[src/rtl/muldiv_iter.sv]
// Iterative radix-2 multiply/divide unit: signed/unsigned MULT, DIV, MADD, MSUB
// producing a 2*WIDTH {hi, lo} result after WIDTH iteration cycles plus one fix-up cycle.
module muldiv_iter #(
  parameter int WIDTH = 32
) (
  input  logic                 clk,
  input  logic                 rst,
  input  logic                 flush,
  input  logic                 start,
  input  logic [2:0]           op,
  input  logic [WIDTH-1:0]     src_a,
  input  logic [WIDTH-1:0]     src_b,
  input  logic [2*WIDTH-1:0]   hilo_in,
  input  logic                 hold,
  output logic                 busy,
  output logic                 ready,
  output logic [2*WIDTH-1:0]   result,
  output logic                 div_by_zero
);

  localparam int CW = $clog2(WIDTH);
  localparam logic [CW-1:0] LAST = CW'(WIDTH - 1);

  typedef enum logic [1:0] {IDLE, BUSY, FIX, DONE} state_t;

  state_t state, state_next;
  logic   accept;

  // op[0] selects unsigned; op[2] selects accumulate; op[1] is divide or subtract.
  logic op_signed, op_div, op_acc, op_sub;
  assign op_signed = ~op[0];
  assign op_div    = ~op[2] & op[1];
  assign op_acc    = op[2];
  assign op_sub    = op[2] & op[1];

  logic [WIDTH-1:0] abs_a, abs_b;
  assign abs_a = (op_signed && src_a[WIDTH-1]) ? -src_a : src_a;
  assign abs_b = (op_signed && src_b[WIDTH-1]) ? -src_b : src_b;

  assign accept = start && !flush && (state == IDLE || (state == DONE && !hold));

  // Latched operation context
  logic               div_q, acc_q, sub_q;
  logic               neg_q;      // product / quotient sign
  logic               rem_neg_q;  // remainder follows the dividend sign
  logic               zero_q;     // divide by zero
  logic [WIDTH-1:0]   mag_q;      // multiplicand or divisor magnitude
  logic [WIDTH-1:0]   raw_a_q;
  logic [2*WIDTH-1:0] hilo_q;
  logic [2*WIDTH-1:0] work_q;     // {acc_hi, multiplier} or {remainder, quotient}
  logic [CW-1:0]      cnt;

  // ---------------------------------------------------------------------------
  // FSM
  // ---------------------------------------------------------------------------
  always_ff @(posedge clk) begin
    if (rst) state <= IDLE;
    else     state <= state_next;
  end

  // NOTE: every signal driven here gets a default first so no path can infer a latch.
  always_comb begin
    state_next = state;
    busy       = 1'b0;
    ready      = 1'b0;
    if (flush) begin
      state_next = IDLE;
    end else begin
      unique case (state)
        IDLE: if (start) state_next = BUSY;
        BUSY: if (cnt == LAST) state_next = FIX;
        FIX:  state_next = DONE;
        DONE: if (!hold) state_next = start ? BUSY : IDLE;
        default: state_next = IDLE;
      endcase
    end
    busy  = (state == BUSY) || (state == FIX);
    ready = (state == DONE);
  end

  // ---------------------------------------------------------------------------
  // Iteration step
  // ---------------------------------------------------------------------------
  logic [WIDTH:0]     mul_sum;
  logic [WIDTH:0]     div_trial;
  logic [2*WIDTH-1:0] work_next;

  always_comb begin
    mul_sum   = {1'b0, work_q[2*WIDTH-1:WIDTH]} + (work_q[0] ? {1'b0, mag_q} : '0);
    div_trial = work_q[2*WIDTH-1:WIDTH-1] - {1'b0, mag_q};
    if (div_q) begin
      // Borrow out means the trial subtraction failed: keep the shifted remainder.
      work_next = div_trial[WIDTH] ? {work_q[2*WIDTH-2:0], 1'b0}
                                   : {div_trial[WIDTH-1:0], work_q[WIDTH-2:0], 1'b1};
    end else begin
      work_next = {mul_sum, work_q[WIDTH-1:1]};
    end
  end

  // ---------------------------------------------------------------------------
  // Fix-up
  // ---------------------------------------------------------------------------
  logic [2*WIDTH-1:0] prod;
  logic [WIDTH-1:0]   quo, rem;
  logic [2*WIDTH-1:0] fix_result;

  always_comb begin
    prod = neg_q     ? -work_q                   : work_q;
    quo  = neg_q     ? -work_q[WIDTH-1:0]        : work_q[WIDTH-1:0];
    rem  = rem_neg_q ? -work_q[2*WIDTH-1:WIDTH]  : work_q[2*WIDTH-1:WIDTH];
    if (div_q)      fix_result = zero_q ? {raw_a_q, {WIDTH{1'b1}}} : {rem, quo};
    else if (acc_q) fix_result = sub_q ? (hilo_q - prod) : (hilo_q + prod);
    else            fix_result = prod;
  end

  // ---------------------------------------------------------------------------
  // Datapath registers
  // ---------------------------------------------------------------------------
  // NOTE: operand and work registers carry no reset; they are always loaded on
  // accept before use, so only the architecturally visible outputs are reset.
  always_ff @(posedge clk) begin
    if (accept) begin
      div_q     <= op_div;
      acc_q     <= op_acc;
      sub_q     <= op_sub;
      neg_q     <= op_signed & (src_a[WIDTH-1] ^ src_b[WIDTH-1]);
      rem_neg_q <= op_signed & src_a[WIDTH-1];
      zero_q    <= op_div & (src_b == '0);
      mag_q     <= op_div ? abs_b : abs_a;
      raw_a_q   <= src_a;
      hilo_q    <= hilo_in;
      work_q    <= {{WIDTH{1'b0}}, (op_div ? abs_a : abs_b)};
      cnt       <= '0;
    end else if (state == BUSY) begin
      work_q    <= work_next;
      cnt       <= cnt + 1'b1;
    end
  end

  always_ff @(posedge clk) begin
    if (rst) begin
      result      <= '0;
      div_by_zero <= 1'b0;
    end else if (state == FIX && !flush) begin
      result      <= fix_result;
      div_by_zero <= zero_q;
    end
  end

endmodule

[config.mk]
export PLATFORM = sky130hd
export DESIGN_NAME = muldiv_iter
export DESIGN_NICKNAME = d
export VERILOG_FILES = /design/src/rtl/muldiv_iter.sv
export SDC_FILE = /design/constraint.sdc
export NUM_CORES = 1
export LEC_CHECK = 0
export ABC_AREA = 0
export BUFFER_PORTS_ARGS = -buffer_cell sky130_fd_sc_hd__buf_2
export CELL_PAD_IN_SITES_DETAIL_PLACEMENT = 1
export CELL_PAD_IN_SITES_GLOBAL_PLACEMENT = 2
export CORE_MARGIN = 4
export CORE_UTILIZATION = 30
export CTS_BUF_LIST = sky130_fd_sc_hd__clkbuf_4
export DETAILED_ROUTE_END_ITERATION = 10
export PLACE_DENSITY_LB_ADDON = 0.1
export SYNTH_ARGS = -nofsm -noshare
export SYNTH_HDL_FRONTEND = slang
export SYNTH_SLANG_ARGS = --single-unit
[constraint.sdc]
create_clock -name clk -period 9.24 [get_ports clk]
set_input_delay 1.848 -clock clk [delete_from_list [all_inputs] [get_ports clk]]
set_output_delay 1.848 -clock clk [all_outputs]
set_load 0.005 [all_outputs]
Yosys cells after proc, flatten, opt, wreduce, memory -nomap -nowiden:

Index checks and enable logic that the tools add are counted.

* bitwise gates (word level): 8
* add/subtract/negate cells: 10
* mux-type cells: 21
* equality and inequality tests: 7
* reduce and logical (&&, ||, !) cells: 15

Operators by type and width (count)
* $mux W64: 7
* $mux W32: 9
* $neg A32 Y32: 4
* $add A64 B64 Y64: 1
* $neg A64 Y64: 1
* $sub A64 B64 Y64: 1
* $add A32 B32 Y33: 1
* $sub A33 B32 Y33: 1
* $logic_not A32 Y1: 1
* $pmux W2 S4: 1
* $logic_and A1 B1 Y1: 6
* $mux W2: 3
* $ne A2 B2 Y1 const B: 3
* $add A5 B1 Y5 const B: 1
* $and A1 B1 Y1: 5
* $eq A5 B5 Y1 const B: 1
* $eq A2 B2 Y1 const B: 2
* $reduce_and A3 Y1: 1
* $eq A2 B1 Y1 const B: 1
* $logic_not A1 Y1: 2
* $logic_not A2 Y1: 1
* $logic_or A1 B1 Y1: 2
* $not A1 Y1: 2
* $reduce_bool A2 Y1: 1
* 3 further kinds: 3

* output and inout port bits: 67
* flip-flop bits (word level): 270
* bits of input ports: 136

Depth between registers and ports, before layout:

Gate-level depths: netlist (run 1).

* word-level depth: 6
* depth in mapped cells: 29

Least setup slack after synthesis (run 1):

OpenSTA, ideal clock, no wires.

* path kind: input -> register
* start point: input hold
* end point: register work_q[0], data pin
* path buffers: 2
* library setup time: 0.466 ns
* data required time: 8.774 ns
* slack: 2.047 ns
* cell stages on the path: 7
* data arrival time: 6.727 ns
* cell sequence: inv_1 -> a21oi_1 -> or3b_2 -> inv_1 -> clkbuf_1 -> buf_1 -> a31oi_1

* word-level cells in the longest chain between the ends: 5

Ends and longest elaborated chain
* start, declared: line 14 `input logic hold,`
* $logic_not A1 Y1
* $logic_and A1 B1 Y1: line 40 `assign accept = start && !flush && (state == IDLE || (state == DONE && !hold));`
* $logic_or A1 B1 Y1: line 40
* $logic_and A1 B1 Y1: line 40
* named net accept: line 27 `logic accept;`
* $mux W32: line 122 `if (accept) begin`
* end signal, assigned: line 132 `work_q <= {{WIDTH{1'b0}}, (op_div ? abs_a : abs_b)};`
* end signal, assigned: line 135 `work_q <= work_next;`
* end, declared: line 50 `logic [2*WIDTH-1:0] work_q;`

The timed path passes the listed nets, and every way through them passes these cells.
A chain may end at the register's enable or synchronous reset.

Worst setup path after layout (run 1):

* start point: register work_q[10]
* end point: register result[63]

* word-level cells in the longest chain between the ends: 6

Ends and longest elaborated chain
* $neg A64 Y64: line 108 `prod = neg_q ? -work_q : work_q;`
* $mux W64 (*): line 108
* $add A64 B64 Y64 or $sub A64 B64 Y64 (tied branches): line 112 `else if (acc_q) fix_result = sub_q ? (hilo_q - prod) : (hilo_q + prod);`
* $mux W64: line 112
* $mux W64 (*): line 112
* $mux W64 (*): line 111 `if (div_q) fix_result = zero_q ? {raw_a_q, {WIDTH{1'b1}}} : {rem, quo};`
* end signal, assigned: line 145 `result <= fix_result;`
* end, declared: line 17 `output logic [2*WIDTH-1:0] result,`

Every way passes the cells marked *; elsewhere a longest branch is shown, timed or not.

==> metrics, run 1 <==
Achievable Freq=0.1345 GHz; CP max stage delay=760 ps; syn_area_per_cell=8.237 um^2; Core Rows=103; outcome=finished, final reports clean; RD Place Congestion=0.8580; Initial Util=0.3020; worst-skew pair later-pin latency=890 ps; Worst path depth=23; Via density=5.513; hpwl dp=80.73 mm; initial antenna violation count=5; largest net degree at the start of global routing=76; min cycle time layout=7437 ps; Worst Path Arrival=8210 ps; IO Pins=203; Avg WL per Cell=~25 um; worst r2r path cells=23; GRT Overall Usage=0.2409; CP Class=register to register; count of different cell masters after synthesis=93; number of synthesized flops with an enable pin=166; FF+latch count, synth=between 200 and 300; pwr dens=about 190 nW/um^2; setup TNS=0 ps; vias in the first global route=22990; pin slew with the least headroom to its limit=1001 ps; Hold WC Path Type=register to register; ANT nets after route=0; Slowest cell on crit path=nand4b_1; Vias=22930; die width=289.8 um; Num CTS Buffers=85; CTS H-tree depth=3; WP buf/inv=0; TritonCTS clock tree=built; DRC viols=0; PortBufs=202; initial drt markers=1469; Top FF cell, synth=edfxtp_1; Fin Clk Skew=84.75 ps; Post-Syn Nets=3170; Clock Pin Slew Worst Setup and Hold Paths=60 ps; layout cells sized above 1=0.1486; first-pass GRT wire length=152.2 mm; Cells after Synth=2892; die height=289.8 um; max-slew violations=0; worst path cell trace=nor4_2 > nand4b_1 > or3_1 > o41a_1 > xnor2_1 > nand2_1 > nor3_1 > and2_1 > a21oi_1 > xor2_1 > ha_1 > a21o_1 > a21o_1 > a21oi_1 > o21ai_0 > o211ai_1 > o21ai_0 > a31oi_1 > o21ai_0 > o31ai_1 > a21oi_1 > nor3b_1 > a211o_1; NumNets Final=3315; Final WS setup=about 1800 ps; CTS max path bufs=3; grt total ovfl=0; Fin. Hold Viols=0; Place WS=1929 ps; Ys Warns=0; Area Overhead vs Synth=12.59%; Num Clock Sinks=270; Worst setup SP type=register; unrepaired setup endpoints after global routing=no; Seq/Total Area, Yosys=0.2966; CP Max Fanout=20; WHS Path Cells=2; final period utilization=0.8049; hold_buf cts=0; # Post-CTS Setup Buffers=0; post-cts gate resize count=0; peak supply drop=0.00006313 V; Total Routed Length=approximately 100 mm; DIE AREA=83980 um^2; Pleak=11.04 nW; Fillers=around 9500; Max Cap Viol=0; CP delay by family, top=simple AND/OR/NAND/NOR gates; Critical Path RT=about 10000 ps; Post-Syn Area=23820 um^2; Pre-Repair DR Iteration Count=5; ys async rst share=0; clk root buf=clkbuf_4; final setup violation count=0; Worst slew margin=0.3327; core area=78870 um^2; CP Capture Type=register
[worst min-delay path: cells and delay by family, from the launching register on]
family           cells  cell delay [ps]
flip-flops           1              310
AND/OR/NAND/NOR      2               90
[power breakdown]
| part | switching [mW] | internal [mW] |
|---|---|---|
| Clock | 0.638 | 0.638 |
| Sequential | 0.161 | 1.38 |
| Combinational | 1.43 | 0.848 |
| Total | 2.23 | 2.87 |
[placed cells by master (no fill, tap or decap), types with 10 or more instances in the layout]
cell / Yosys / routed
o211ai_1: 21 / 21
clkbuf_4: 0 / 126
nand4_1: 32 / 32
nor4_1: 23 / 23
o221ai_1: 20 / 20
a21oi_1: 281 / 281
o21bai_1: 18 / 18
and2_1: 24 / 24
buf_4: 1 / 39
nand3_1: 54 / 54
nor2_1: 232 / 231
a21o_1: 82 / 82
a211o_1: 13 / 13
a211oi_1: 33 / 33
or3_1: 25 / 25
a31oi_1: 46 / 46
ha_1: 139 / 139
or2_2: 18 / 18
clkinv_1: 2 / 18
xor2_1: 165 / 165
dfxtp_1: 104 / 104
inv_1: 98 / 95
a221oi_1: 26 / 26
nand2b_1: 28 / 27
nor3b_1: 11 / 11
mux2i_1: 79 / 79
edfxtp_1: 166 / 166
and3_1: 28 / 28
nor3_1: 54 / 54
o21a_1: 18 / 18
buf_2: 15 / 202
clkinv_2: 0 / 10
o31ai_1: 42 / 42
nor2b_1: 24 / 22
nand2_1: 294 / 293
o21ai_0: 179 / 179
xnor2_1: 152 / 152
o41ai_1: 21 / 21
[flip-flops by register name, summed over array words and instances (netlist names), 2 cells and up]
| signal | cells |
|---|---|
| cnt | 5 |
| state | 2 |
| hilo_q | 64 |
| mag_q | 32 |
| raw_a_q | 32 |
| result | 64 |
| work_q | 64 |
[synthesized netlist by cell type (25+ instances only)]
cell      number  area share
nor2_1       232       0.037
and3_1        28      0.0074
a21o_1        82       0.026
ha_1         139       0.073
dfxtp_1      104       0.087
buf_1         26      0.0041
a21oi_1      281       0.059
nand2_1      294       0.046
clkbuf_1     134       0.021
or3_1         25      0.0066
nand2b_1      28      0.0074
nand4_1       32      0.0084
a31oi_1       46       0.012
o31ai_1       42       0.013
xor2_1       165       0.061
nand3_1       54       0.011
o21ai_0      179       0.038
mux2i_1       79       0.033
xnor2_1      152       0.056
nor3_1        54       0.011
inv_1         98       0.015
a221oi_1      26      0.0096
a211oi_1      33       0.010
edfxtp_1     166        0.21
[layer usage]
metal  part of all wire  routed length [um]  track usage
met1               0.48               50190       0.3460
met2               0.45               46770       0.3812
met3              0.045                4705      0.03020
met4              0.024                2469      0.06484
met5            0.00012                  13            0
[area by class of cell]
class / count / area [um^2] / share of cell area
multi-input cells: 2339 / 15640 / 0.5830
flip-flops and latches: 270 / 7067 / 0.2635
well taps: 1050 / 1314 / 0.04898
repair buffers: 241 / 1304 / 0.04861
clock buffers: 126 / 945.9 / 0.03527
inverters: 100 / 380.4 / 0.01418
clock inverters: 32 / 172.7 / 0.006437
diodes: 1 / 2.502 / 0.00009330
[stage by stage]
step                utilization  area [um^2]  hold WS (ps)  instances  power (mW)
detailed placement       0.3259        25700         435.1       4000       3.827
CTS                      0.3400        26820         445.7       4158       5.147
global route             0.3401        26820         462.7       4159       5.466
global placement         0.3259        25700         433.6       4000       3.798
floorplan                     -        23820         434.5       2892       3.119
finish                   0.3401        26820         442.0       4159       5.102
[final timing paths]
kind | start | end | slack (ps)
setup / recovery | work_q[10]$_DFFE_PP_ | result[63]$_SDFFE_PP0P_ | 1800
hold reg to reg | result[36]$_SDFFE_PP0P_ | result[36]$_SDFFE_PP0P_ | 440
setup reg to reg | work_q[10]$_DFFE_PP_ | result[63]$_SDFFE_PP0P_ | 1800
hold / removal | result[36]$_SDFFE_PP0P_ | result[36]$_SDFFE_PP0P_ | 440
[logic make-up (layout without fill, tap and decap cells)]
logic type / after synthesis / count (layout) / share of synthesized area
flops: 270 / 270 / 0.2966
compound gates: 894 / 894 / 0.2424
fa+ha+maj: 142 / 142 / 0.07553
mux: 84 / 84 / 0.03556
buf+inv: 283 / 499 / 0.04774
simple gates: 901 / 901 / 0.1849
other cells: 0 / 1 / 0
xor+xnor: 318 / 318 / 0.1172
Power figures use the tool's default switching activity.
==> run 2: changes to the inputs <==
ABC_AREA = 1   (was 0)
clock period = 6.2 ns   (was 9.24 ns; I/O delays follow)
==> run 2 against run 1 <==
  * Utilization increased by 0.94 points
  * Clock-buffer cell count up 8
  * Largest cell class unchanged
  * Non-clock buffer count is 54 higher
  * Sequential share of layout area down 2.7 points
  * Combinational power grew 96%
  * Largest power group unchanged
==> metrics, run 2 <==
Clock Pin Slew Worst Setup and Hold Paths=60 ps (about the same); CTS H-tree depth=3 (unchanged); clock power share=0.227 (was 0.250); worst reg2reg endpoint=result[58]$_SDFFE_PP0P_ (was result[63]$_SDFFE_PP0P_); core area=85680 um^2 (was 78870 um^2); IO Pins=203 (unchanged); CTS max path bufs=3 (unchanged); Cells after Synth=4054 (was 2892); CP Class=register to register (unchanged); min cycle time layout=5800 ps (was 7437 ps); Fin Clk Skew=94.04 ps (was 84.75 ps); Seq/Total Area, Yosys=0.2710 (was 0.2966); CP Max Fanout=10 (was 20); Reg-to-Reg Start=work_q[1]$_DFFE_PP_ (was work_q[10]$_DFFE_PP_); max-slew violations=0 (unchanged); leading area contributor after synthesis=edfxtp_1 (unchanged); pin slew with the least headroom to its limit=1110 ps (was 1001 ps); DRC viols=0 (unchanged); Max Cap Viol=0 (unchanged); Num Clock Sinks=270 (unchanged); Pre-Repair DR Iteration Count=5 (unchanged); DIE AREA=91710 um^2 (was 83980 um^2); Post-Syn Area=26080 um^2 (was 23820 um^2); part of the power in registers=0.265 (was 0.303); largest net degree at the start of global routing=162 (was 76); internal power=4.520 mW (was 2.868 mW); worst-skew pair later-pin latency=940 ps (was 890 ps); Setup crit end=result[58]$_SDFFE_PP0P_ (was result[63]$_SDFFE_PP0P_); Worst slew margin=0.2576 (was 0.3327); peak supply drop=0.0001298 V (was 0.00006313 V); FF+latch count, synth=270 (unchanged); hpwl dp=108.4 mm (was 80.73 mm); Ys Warns=0 (unchanged); count of different cell masters after synthesis=59 (was 93); initial antenna violation count=6 (was 5); Vias=29180 (was 22930); # Post-CTS Setup Buffers=0 (unchanged); Setup crit start=work_q[1]$_DFFE_PP_ (was work_q[10]$_DFFE_PP_); count leader, synth=nand2_1 (unchanged); GRT Overall Usage=0.2812 (was 0.2409); clk root buf=clkbuf_4 (unchanged); CP Capture Type=register (unchanged); vias in the first global route=28520 (was 22990); post-route cell area=29940 um^2 (was 26820 um^2); Total Routed Length=132.4 mm (was 104.1 mm); Comb power frac=0.509 (was 0.447); ys async rst share=0 (unchanged); Achievable Freq=0.1724 GHz (was 0.1345 GHz); ANT nets after route=0 (unchanged); commonest non-fill, non-tap cell in the layout=nand2_1 (unchanged); Post-Syn Nets=4332 (was 3170); top-area cell type share of the netlist area=0.1911 (was 0.2092); Num CTS Buffers=85 (unchanged); Core Rows=107 (was 103); Hold WC Path Type=register to register (unchanged); Worst Path Arrival=6560 ps (was 8210 ps); sw frac=0.4872 (was 0.4379); final period utilization=0.9356 (was 0.8049); PortBufs=202 (unchanged); NumNets Final=4585 (was 3315); initial drt markers=2410 (was 1469); commonest non-fill, non-tap cells in the layout=nand2_1 (965), inv_1 (507), nor2_1 (459) (was nand2_1 (293), a21oi_1 (281), nor2_1 (231)); Via density=5.276 (was 5.513); hold_buf cts=0 (unchanged); layout cells sized above 1=0.1249 (was 0.1486); Area Overhead vs Synth=14.82% (was 12.59%); unrepaired setup endpoints after global routing=no (unchanged); Top FF cell, synth=edfxtp_1 (unchanged); RD Place Congestion=0.9467 (was 0.8580); Avg WL per Cell=23.93 um (was 25.04 um); syn_area_per_cell=6.433 um^2 (was 8.237 um^2); R2R setup slack=400 ps (was 1800 ps); Worst setup SP type=register (unchanged); instance area after placement=28760 um^2 (was 25700 um^2); final setup violation count=0 (unchanged); number of synthesized flops with an enable pin=166 (unchanged); Fin. Hold Viols=0 (unchanged); Critical Path RT=6960 ps (was 10010 ps); top flop regs=hilo_q: 64 flops, result: 64 flops, work_q: 64 flops (unchanged); die width=302.8 um (was 289.8 um); synth cell count leaders=nand2_1 (966), inv_1 (509), nor2_1 (461) (was nand2_1 (294), a21oi_1 (281), nor2_1 (232)); die height=302.8 um (was 289.8 um); worst r2r path cells=27 (was 23); post-cts gate resize count=0 (unchanged); setup TNS=0 ps (unchanged); Switch Pwr=4.293 mW (was 2.234 mW); Pleak=13.89 nW (was 11.04 nW); top cells by area, synth=edfxtp_1 (19%), nand2_1 (14%), dfxtp_1 (8.0%), o21ai_0 (7.9%), inv_1 (7.3%) (was edfxtp_1 (21%), dfxtp_1 (8.7%), ha_1 (7.3%), xor2_1 (6.1%), a21oi_1 (5.9%)); pwr dens=294.3 nW/um^2 (was 190.2 nW/um^2); outcome=finished, final reports clean (unchanged); Initial Util=0.3044 (was 0.3020); TritonCTS clock tree=built (unchanged); first-pass GRT wire length=189.7 mm (was 152.2 mm); grt total ovfl=0 (unchanged)
-- run 2: layout make-up --
cell class / instances / area [um^2]
diodes: 8 / 20.02
clock buffers: 134 / 1006
clock inverters: 25 / 150.1
fillers: 11230 / 55740
inverters: 528 / 1987
multi-input cells: 3127 / 16540
flip-flops and latches: 270 / 7067
well taps: 1144 / 1431
repair buffers: 295 / 1747
-- run 2: routing by layer --
layer  track usage  vias to the layer above  routed length (um)
met5      0.007937                        -                 114
met2        0.4371                      906               57160
met3       0.07048                      180                9968
li1              -                    14100                   -
met1        0.3864                    13990               61150
met4       0.07909                        4                3981
-- run 2: metrics by stage --
| stage | setup WS, ps | hold WS, ps | power, mW | std cells | utilization |
|---|---|---|---|---|---|
| 6_report | 399.5 | 460.5 | 8.813 | 5531 | 0.3495 |
| 5_1_grt | 2.010 | 424.0 | 9.449 | 5528 | 0.3494 |
| 4_1_cts | 451.9 | 433.0 | 8.831 | 5523 | 0.3492 |
| 3_5_place_dp | 498.7 | 456.1 | 6.778 | 5364 | 0.3357 |
| 3_3_place_gp | 475.0 | 451.9 | 6.779 | 5364 | 0.3357 |
| 2_1_floorplan | 237.9 | 461.7 | 5.036 | 4054 | - |
-- run 2: power by group through the flow --
stage	Combinational, mW	Clock [mW]	Sequential (mW)
floorplan	2.78	0	2.25
global placement	4.41	0	2.36
detailed placement	4.41	0	2.36
CTS	4.44	2.06	2.33
global route	4.95	2.16	2.34
finish	4.48	2.00	2.33
-- run 2: kinds of logic after synthesis --
group | Yosys count | share of synthesized area
AO/OA/AOI/OAI | 1004 | 0.2135
XOR/XNOR | 170 | 0.05709
adder cells (fa/ha/maj) | 142 | 0.06899
buffers and inverters | 657 | 0.09596
flip-flops | 270 | 0.2710
multiplexers | 1 | 0.0003838
AND/OR/NAND/NOR | 1810 | 0.2930
-- run 2: worst min path at each step --
stage / startpoint / endpoint / slack (ps) / depth (start not counted)
after floorplan: result[8]$_SDFFE_PP0P_ / result[8]$_SDFFE_PP0P_ / 460 / 2
after global placement: result[7]$_SDFFE_PP0P_ / result[7]$_SDFFE_PP0P_ / 450 / 2
after detailed placement: result[7]$_SDFFE_PP0P_ / result[7]$_SDFFE_PP0P_ / 460 / 2
after CTS: hilo_in[49] / hilo_q[49]$_DFFE_PP_ / 430 / 1
after global routing: hilo_in[49] / hilo_q[49]$_DFFE_PP_ / 420 / 1
final: result[7]$_SDFFE_PP0P_ / result[7]$_SDFFE_PP0P_ / 460 / 2
-- run 2: critical path: stages (launching register included) --
cell and delay, ps:
edfxtp_1 430, inv_1 140, ha_1 280, nand2_4 120, nor2_8 210, nand4_1 190, nand3_1 180, nand2_1 120
nor2_1 240, nand3_1 160, nor4_2 550, nand3b_1 180, nor2_1 120, nand2_1 90, nand2_2 90, xor2_1 90
ha_1 380, nand2_1 180, nor2_1 140, inv_1 110, nor4_1 670, nand3_1 360, nand2_1 190, nand2_1 70
nand3_1 100, nor2_1 50, o21ai_0 150, a21oi_1 90
==> run 3: changes to the inputs <==
CELL_PAD_IN_SITES_DETAIL_PLACEMENT = 0   (was 1)
==> run 3 against run 2 <==
  * Utilization about the same
  * Non-clock buffer count unchanged
  * Sequential power about the same
  * Clock power about the same
  * Cell count about the same
  * Die area unchanged
  * Clock-buffer cell count down 10
  * Register-to-register slack worse by 70 ps
  * Clock skew down 24 ps
  * Hold slack about the same
  * Critical path depth down 1
  * Critical path type unchanged
  * Largest cell class unchanged
  * Highest routed layer is now met4
==> metrics, run 3 (synthesis gave the netlist of run 2 again) <==
Num Clock Sinks=270 (unchanged); final setup violation count=0 (unchanged); NumNets Final=4586 (was 4585); Max Cap Viol=0 (unchanged); ANT nets after route=0 (unchanged); TritonCTS clock tree=built (unchanged); Vias=28800 (was 29180); die width=302.8 um (unchanged); DRC viols=0 (unchanged); PortBufs=202 (unchanged); Avg WL per Cell=23.28 um (was 23.93 um); outcome=finished, final reports clean (unchanged); clk root buf=clkbuf_4 (unchanged); pwr dens=293.0 nW/um^2 (was 294.3 nW/um^2); initial drt markers=2623 (was 2410); final period utilization=0.9463 (was 0.9356); initial antenna violation count=4 (was 6); CP Max Fanout=7 (was 10); internal power=4.509 mW (was 4.520 mW); Critical Path RT=6980 ps (was 6960 ps); Area Overhead vs Synth=14.94% (was 14.82%); unrepaired setup endpoints after global routing=no (unchanged); core area=85680 um^2 (unchanged); CP Class=register to register (unchanged); Worst slew margin=0.2631 (was 0.2576); clock power share=0.229 (was 0.227); WHS Path Cells=2 (unchanged); Final WS setup=332.7 ps (was 399.5 ps); Hold WC Path Type=register to register (unchanged); CTS max path bufs=3 (unchanged); worst r2r path cells=26 (was 27); part of the power in registers=0.265 (about the same); Pre-Repair DR Iteration Count=7 (was 5); min cycle time layout=5867 ps (was 5800 ps); CP Capture Type=register (unchanged); R2R setup slack=330 ps (was 400 ps); vias in the first global route=27120 (was 28520); GRT Overall Usage=0.2737 (was 0.2812); Via density=5.206 (was 5.276); Initial Util=0.3044 (unchanged); DIE AREA=91710 um^2 (unchanged); sw frac=0.4865 (was 0.4872); Core Rows=107 (unchanged); Clock Pin Slew Worst Setup and Hold Paths=60 ps (about the same); Pleak=13.91 nW (was 13.89 nW); Fin Clk Skew=70.26 ps (was 94.04 ps); Switch Pwr=4.272 mW (was 4.293 mW); Achievable Freq=0.1704 GHz (was 0.1724 GHz); top flop regs=hilo_q: 64 flops, result: 64 flops, work_q: 64 flops (unchanged); commonest non-fill, non-tap cells in the layout=nand2_1 (965), inv_1 (507), nor2_1 (458) (was nand2_1 (965), inv_1 (507), nor2_1 (459)); peak supply drop=0.0001034 V (was 0.0001298 V); IO Pins=203 (unchanged); Total Routed Length=128.8 mm (was 132.4 mm); Worst Path Arrival=6650 ps (was 6560 ps); die height=302.8 um (unchanged); worst-skew pair later-pin latency=930 ps (was 940 ps); CTS H-tree depth=3 (unchanged); grt total ovfl=0 (unchanged); largest net degree at the start of global routing=162 (unchanged); setup TNS=0 ps (unchanged); Place WS=456.7 ps (was 498.7 ps); Num CTS Buffers=86 (was 85); Worst setup SP type=register (unchanged); first-pass GRT wire length=183.5 mm (was 189.7 mm); RD Place Congestion=0.9467 (unchanged); hpwl dp=105.4 mm (was 108.4 mm); layout cells sized above 1=0.1257 (was 0.1249); commonest non-fill, non-tap cell in the layout=nand2_1 (unchanged); pin slew with the least headroom to its limit=1101 ps (was 1110 ps); max-slew violations=0 (unchanged); Comb power frac=0.506 (was 0.509); Fin. Hold Viols=0 (unchanged)
-- run 3: cell count changes in the layout (fill, tap and decap cells not counted), moves of 2 or more --
| cell | previous run | this run |
|---|---|---|
| clkinv_2 | 3 | 11 |
| clkinvlp_4 | 0 | 2 |
| clkbuf_4 | 134 | 124 |
| diode_2 | 8 | 6 |
-- run 3: final cells by class --
type,instances,area (um^2)
antenna,6,15.01
clock buffer,124,930.9
clock inverter,38,242.7
fill,9811,55710
inverter,528,1987
multi-input combinational,3127,16550
sequential,270,7067
tap,1144,1431
timing repair buffer,295,1747
-- run 3: per-layer routing --
layer | vias to the layer above | routed length (um) | track usage
li1 | 14150 | - | -
met1 | 13440 | 59350 | 0.3822
met2 | 1034 | 55120 | 0.4171
met3 | 178 | 10130 | 0.06705
met4 | 0 | 4175 | 0.08281
met5 | - | 0 | 0
-- run 3: path summary, 6_finish.rpt --
| check | from | endpoint |
|---|---|---|
| worst max-delay path | work_q[47]$_SDFFE_PP0P_ | result[62]$_SDFFE_PP0P_ |
| worst min-delay path | result[7]$_SDFFE_PP0P_ | result[7]$_SDFFE_PP0P_ |
| worst max register to register | work_q[47]$_SDFFE_PP0P_ | result[62]$_SDFFE_PP0P_ |
| worst min register to register | result[7]$_SDFFE_PP0P_ | result[7]$_SDFFE_PP0P_ |
-- run 3: metrics by stage --
step                  util  hold slack (ps)  power (mW)  std cells  area [um^2]
floorplan                -            461.7       5.036       4054        26090
global placement    0.3357            451.9       6.779       5364        28760
detailed placement  0.3357            453.4       6.732       5364        28760
CTS                 0.3494            386.6       8.793       5526        29940
global route        0.3498            402.5       9.398       5532        29970
finish              0.3498            460.1       8.782       5532        29970
-- run 3: worst max-delay path, cell delays in order, from the launching register on --
cell and delay [ps]:
dfxtp_1 440, nor2_1 390, nand3_1 190, nor2_1 490
nand2_1 210, nor2_1 160, nand3_1 250, nand3_1 150
nand2_1 150, nor2_1 170, nand3_1 130, nor3_1 280
nand3_1 230, xor2_1 200, nand2_1 90, nand2_1 70
ha_1 290, buf_4 120, inv_1 90, nor3_1 270
inv_1 110, nor3_1 490, nand4_1 310, nand3_1 140
nand3_1 100, nand2_1 100, a31oi_1 80
-- run 3: what timing repair did --
item,CTS,global route
endpoints found under the hold margin,0,0
hold buffers,0,0
setup buffers,0,0
gates resized for setup,0,4
setup endpoints to repair,0,5
-- run 3: power groups by stage --
stage,registers (mW),logic (mW),clock network (mW)
after detailed placement,2.36,4.37,0
final,2.33,4.45,2.01
after floorplan,2.25,2.78,0
after global routing,2.34,4.89,2.17
after global placement,2.36,4.41,0
after CTS,2.33,4.39,2.07
